`config.mk`:
```
export PLATFORM = sky130hd
export DESIGN_NAME = ram_transfer_arbiter
export DESIGN_NICKNAME = d
export VERILOG_FILES = /design/src/rtl/ram_transfer_arbiter.sv
export SDC_FILE = /design/constraint.sdc
export NUM_CORES = 1
export LEC_CHECK = 0
export BUFFER_PORTS_ARGS = -buffer_cell sky130_fd_sc_hd__buf_2
export CORE_UTILIZATION = 46
export CTS_BUF_LIST = sky130_fd_sc_hd__clkbuf_8
export DETAILED_ROUTE_END_ITERATION = 8
export PLACE_DENSITY = 0.72
export SETUP_SLACK_MARGIN = 0.02
export SYNTH_ARGS = -nofsm -noshare
export SYNTH_HDL_FRONTEND = slang
export SYNTH_SLANG_ARGS = --single-unit
```
`constraint.sdc`:
```
create_clock -name clk -period 5.1 [get_ports clk]
set_input_delay 0.51 -clock clk [delete_from_list [all_inputs] [get_ports clk]]
set_output_delay 0.51 -clock clk [all_outputs]
set_load 0.05 [all_outputs]
```
`src/rtl/ram_transfer_arbiter.sv`:
```
// ram_transfer_arbiter: round-robin owner selection for the shared inner/outer
// RAM transfer engine. Requesters: 0 = scalar-mult controller, 1 = point double,
// 2 = point add. One start pulse per grant, one done pulse per completion, and a
// sticky watchdog flag when the engine fails to complete in time.
module ram_transfer_arbiter #(
  parameter int unsigned TIMEOUT_CYCLES = 1023
) (
  input  logic        clk,
  input  logic        rst,
  input  logic [2:0]  req_cmd,
  input  logic [2:0]  req_rw,
  input  logic [17:0] req_rd_addr,
  input  logic [17:0] req_wr_addr,
  input  logic        interupt_ram_transfer,
  output logic        cmd_transfer,
  output logic        read_write_command,
  output logic [5:0]  read_address,
  output logic [5:0]  write_address,
  output logic [2:0]  grant,
  output logic [2:0]  interupt_done,
  output logic        busy,
  output logic        timeout_err
);

  typedef enum logic [1:0] {
    ST_IDLE = 2'd0,
    ST_WAIT = 2'd1,
    ST_DONE = 2'd2
  } state_t;

  // Counter value on which the watchdog fires (WAIT then lasts TIMEOUT_CYCLES cycles).
  localparam logic [15:0] TIMEOUT_LAST = 16'(TIMEOUT_CYCLES - 1);

  state_t      state_q, state_d;
  logic [1:0]  ptr_q, ptr_d;
  logic [15:0] cnt_q, cnt_d;
  logic        cmd_transfer_q, cmd_transfer_d;
  logic        rw_q, rw_d;
  logic [5:0]  rd_addr_q, rd_addr_d;
  logic [5:0]  wr_addr_q, wr_addr_d;
  logic [2:0]  grant_q, grant_d;
  logic [2:0]  done_q, done_d;
  logic        busy_q, busy_d;
  logic        timeout_err_q, timeout_err_d;

  logic        sel_valid_s;
  logic [1:0]  sel_idx_s;
  logic [1:0]  grant_idx_s;

  // (base + off) mod 3 for base, off in 0..2.
  function automatic logic [1:0] rr_idx(input logic [1:0] base, input logic [1:0] off);
    logic [2:0] sum;
    sum = {1'b0, base} + {1'b0, off};
    if (sum >= 3'd3) begin
      rr_idx = 2'(sum - 3'd3);
    end else begin
      rr_idx = sum[1:0];
    end
  endfunction

  // Extract requester idx's 6-bit field from a packed address bus.
  function automatic logic [5:0] pick6(input logic [17:0] bus, input logic [1:0] idx);
    case (idx)
      2'd0:    pick6 = bus[5:0];
      2'd1:    pick6 = bus[11:6];
      2'd2:    pick6 = bus[17:12];
      default: pick6 = 6'd0;
    endcase
  endfunction

  // Round-robin search starting at ptr for the first active request.
  always_comb begin
    sel_valid_s = 1'b0;
    sel_idx_s   = 2'd0;
    for (int i = 0; i < 3; i++) begin
      if (!sel_valid_s && req_cmd[rr_idx(ptr_q, 2'(i))]) begin
        sel_valid_s = 1'b1;
        sel_idx_s   = rr_idx(ptr_q, 2'(i));
      end else begin
        sel_valid_s = sel_valid_s;
      end
    end
  end

  // Index of the current owner, derived from the one-hot grant.
  always_comb begin
    if (grant_q[2]) begin
      grant_idx_s = 2'd2;
    end else if (grant_q[1]) begin
      grant_idx_s = 2'd1;
    end else begin
      grant_idx_s = 2'd0;
    end
  end

  // Next-state and output computation for the IDLE/WAIT/DONE sequencer.
  always_comb begin
    state_d        = state_q;
    ptr_d          = ptr_q;
    cnt_d          = cnt_q;
    cmd_transfer_d = 1'b0;
    rw_d           = rw_q;
    rd_addr_d      = rd_addr_q;
    wr_addr_d      = wr_addr_q;
    grant_d        = grant_q;
    done_d         = 3'b000;
    timeout_err_d  = timeout_err_q;
    case (state_q)
      ST_IDLE: begin
        if (sel_valid_s) begin
          grant_d        = 3'b001 << sel_idx_s;
          rw_d           = req_rw[sel_idx_s];
          rd_addr_d      = pick6(req_rd_addr, sel_idx_s);
          wr_addr_d      = pick6(req_wr_addr, sel_idx_s);
          cmd_transfer_d = 1'b1;
          cnt_d          = 16'd0;
          state_d        = ST_WAIT;
        end else begin
          state_d = ST_IDLE;
        end
      end
      ST_WAIT: begin
        if (interupt_ram_transfer) begin
          // Completion beats a coincident timeout: no error flagged.
          done_d  = grant_q;
          ptr_d   = rr_idx(grant_idx_s, 2'd1);
          grant_d = 3'b000;
          state_d = ST_DONE;
        end else if (cnt_q == TIMEOUT_LAST) begin
          timeout_err_d = 1'b1;
          done_d        = grant_q;
          ptr_d         = rr_idx(grant_idx_s, 2'd1);
          grant_d       = 3'b000;
          state_d       = ST_DONE;
        end else begin
          cnt_d = cnt_q + 16'd1;
        end
      end
      ST_DONE: begin
        // One dead cycle so a requester dropping its level late is not re-served.
        state_d = ST_IDLE;
      end
      default: begin
        state_d = ST_IDLE;
        grant_d = 3'b000;
      end
    endcase
    busy_d = (state_d != ST_IDLE);
  end

  // State and registered-output flops with synchronous reset.
  always_ff @(posedge clk) begin
    if (rst) begin
      state_q        <= ST_IDLE;
      ptr_q          <= 2'd0;
      cnt_q          <= 16'd0;
      cmd_transfer_q <= 1'b0;
      rw_q           <= 1'b0;
      rd_addr_q      <= 6'd0;
      wr_addr_q      <= 6'd0;
      grant_q        <= 3'b000;
      done_q         <= 3'b000;
      busy_q         <= 1'b0;
      timeout_err_q  <= 1'b0;
    end else begin
      state_q        <= state_d;
      ptr_q          <= ptr_d;
      cnt_q          <= cnt_d;
      cmd_transfer_q <= cmd_transfer_d;
      rw_q           <= rw_d;
      rd_addr_q      <= rd_addr_d;
      wr_addr_q      <= wr_addr_d;
      grant_q        <= grant_d;
      done_q         <= done_d;
      busy_q         <= busy_d;
      timeout_err_q  <= timeout_err_d;
    end
  end

  assign cmd_transfer       = cmd_transfer_q;
  assign read_write_command = rw_q;
  assign read_address       = rd_addr_q;
  assign write_address      = wr_addr_q;
  assign grant              = grant_q;
  assign interupt_done      = done_q;
  assign busy               = busy_q;
  assign timeout_err        = timeout_err_q;

endmodule

```
==> impl_metrics.csv <==
group,metric,value,unit
synthesis,synth-async-reset-ratio,0,%
floorplanning,start_util,48.18,%
route,firstDrtPassIters,4,
synthesis,ys_types,55,
finish,final_common_cell,"buf_2",
sta,max_slew_margin,21.88,%
clock_network,clk_latency,0.30,ns
grt,grt_pass1_wl,8328,µm
critical_path,worst_setup_path_start_kind,"flip-flop",
sta,min_period,3.285,ns
floorplanning,die_h,72.80,µm
placement,pre_cts_ws,1.819,ns
finish,diodes,0,
route,via_per_inst,5.514,
sta,setup_viol,0,
synthesis,synth_seq_cells,42,
clock_network,clock_tree.buffer_depth,2,
min_path,hold_path.class,"primary input to flip-flop",
synthesis,synth_top_area_share,36.46,%
grt,grt_max_degree,16,
critical_path,criticalPathCategory,"flip-flop to flip-flop",
synthesis,synthCells,252,
synthesis,synth_nets,303,
synthesis,yosysSeqAreaShare,36.46,%
synthesis,synth_edf_count,0,
sta,setup_slack,1.815,ns
status,status,"complete, no violations",
synthesis,synth_area,2306,µm²
synthesis,ys_warn_count,0,
sta,fin_worst_skew,0.008704,ns
job,drv_cap,0,
synthesis,yosys.area.top_type,"dfxtp_1",
sta,tightest_slew,1.170,ns
sta,clock.fmax,0.3044,GHz
finish,nNetsFinal,364,
grt,grt_antenna_before_repair,0,
floorplanning,core,4786,µm²
grt,grt_use_total,20.39,%
sta,tns,0,ns
critical_path,crit_path_end_kind,"flip-flop",
route,wl_per_cell,13.98,µm
placement,dp_hpwl,3919,µm
placement,place.gp.congestion,0.8006,
sta,finalHoldViolCount,0,
power,total_power,916.7,µW
floorplanning,io_pins,67,
grt,overflow,0,
clock_network,htreeDepth,2,
power,ir_worst_vdd,0.0001848,V
route,drtAntennaViolNets,0,
power,power.density,335.2,nW/µm²
route,dr_total_vias,2101,
clock_network,cts_tree,"yes",
route,drc,0,
sta,post-route-period-util,64.41,%
sta,slew_violations,0,
clock_network,ctsResizeCount,0,
clock_network,cts_root_buf,"clkbuf_8",
floorplanning,die-area,5300,µm²
floorplanning,fp-row-count,25,
synthesis,synth_ff_type,"dfxtp_1",
clock_network,cts_num_sinks,42,
sta,rsz0062_at_grt,"false",
clock_network,cts_setup_buffers,0,
clock_network,clk_pin_slew_worst_paths,0.09,ns
finish,final_cell_mix,"buf_2, dfxtp_1, inv_1",
grt,grt_pass1_vias,1835,
critical_path,required,5.34,ns
power,p_leak,0.001164,µW
synthesis,avgSynthCellArea,9.151,µm²
route,routed_wl,5325,µm
placement,io_buffers,66,
critical_path,worst_ep_arrival_time,3.53,ns
finish,drive_above_1_share,30.25,%
clock_network,ctsHoldBuffers,0,
finish,areaGrowthSynthToFinish,18.61,%
floorplanning,die_x,72.80,µm
route,dr.first_iter.drc_count,106,
synthesis,synth_area_leaders,"dfxtp_1, o32ai_2, a221o_1",
clock_network,cts_buffers,5,
critical_path,cp_max_fo,14,
==> cells by family after synthesis <==
group,after synthesis,synth area share (%)
xor gates and xnor gates,6,2.279
AOI/OAI and AO/OA,73,27.56
adders and majority gates,6,3.255
buffers and inverters,44,8.844
muxes,7,3.744
and+or+nand+nor,74,17.85
DFF,42,36.46
==> critical path, cell delays in order (launching register included) <==
cell      delay, ns
dfxtp_1        0.34
inv_1          0.09
ha_1           0.39
mux2_2         0.41
a21o_1         0.25
o31ai_2        0.36
nand2b_1       0.45
buf_4          0.36
or4_1          0.51
nand2_1        0.07
==> registers in the layout, summed over array words and instances (netlist names) <==
register            cells
timeout_err             1
read_write_command      1
cmd_transfer            1
cnt_q                  16
read_address            6
grant                   3
ptr_q                   2
state_q                 2
busy                    1
write_address           6
interupt_done           3
==> through the flow <==
| step | hold WS [ns] | instances | instance area, µm² | util [%] |
|---|---|---|---|---|
| floorplan | 0.4520 | 252 | 2306 | - |
| global placement | 0.4477 | 373 | 2640 | 55.16 |
| detailed placement | 0.4608 | 373 | 2640 | 55.16 |
| CTS | 0.4180 | 381 | 2735 | 57.15 |
| global route | 0.4197 | 381 | 2735 | 57.15 |
| finish | 0.4261 | 381 | 2735 | 57.15 |
==> cell type report <==
| type | count | area, µm² |
|---|---|---|
| clock inverter | 2 | 12.51 |
| timing repair buffer | 67 | 337.8 |
| clock buffer | 6 | 82.58 |
| multi-input combinational | 166 | 1261 |
| sequential | 42 | 840.8 |
| inverter | 31 | 116.4 |
| fill | 456 | 2051 |
| tap | 67 | 83.83 |
==> cell usage after synthesis, types with 3 or more instances <==
master    number
a21o_1         3
a21oi_1       11
a221o_1       12
and2_1         3
and3_1         6
buf_2          3
clkbuf_1       6
dfxtp_1       42
ha_1           6
inv_1         31
mux2_2         3
mux2i_1        3
nand2_1       10
nand2b_1       5
nand3_1        5
nand4_1        4
nor2_1        19
nor3_1         3
o211ai_1       4
o21a_1         4
o21ai_0        7
o31ai_1        3
o32ai_1        4
o32ai_2        8
or4_1          7
xor2_1         6
==> routing by layer <==
layer  vias to the layer above  global-route usage [%]  part of all wire (%)
met5                         -                       0                     0
met3                        11                   3.591                   3.3
met2                        51                   31.78                    47
li1                       1044                       -                     -
met1                       995                   27.48                    48
met4                         0                   9.368                   2.0
==> worst paths after layout <==
| path | start | endpoint | slack, ns | cells after the start |
|---|---|---|---|---|
| worst max-delay path | ptr_q[1] | cnt_q[6] | 1.81 | 9 |
| worst min-delay path | req_wr_addr[16] | write_address[4] | 0.43 | 2 |
| worst max register to register | ptr_q[1] | cnt_q[6] | 1.81 | 9 |
| worst min register to register | cnt_q[9] | cnt_q[9] | 0.49 | 2 |
==> where the power goes <==
part | leakage (µW) | switching [µW] | internal, µW
Combinational | 0.000775 | 215 | 97.2
Sequential | 0.000343 | 16.8 | 359
Clock | 0.0000472 | 120 | 109
Power figures use the tool's default switching activity.
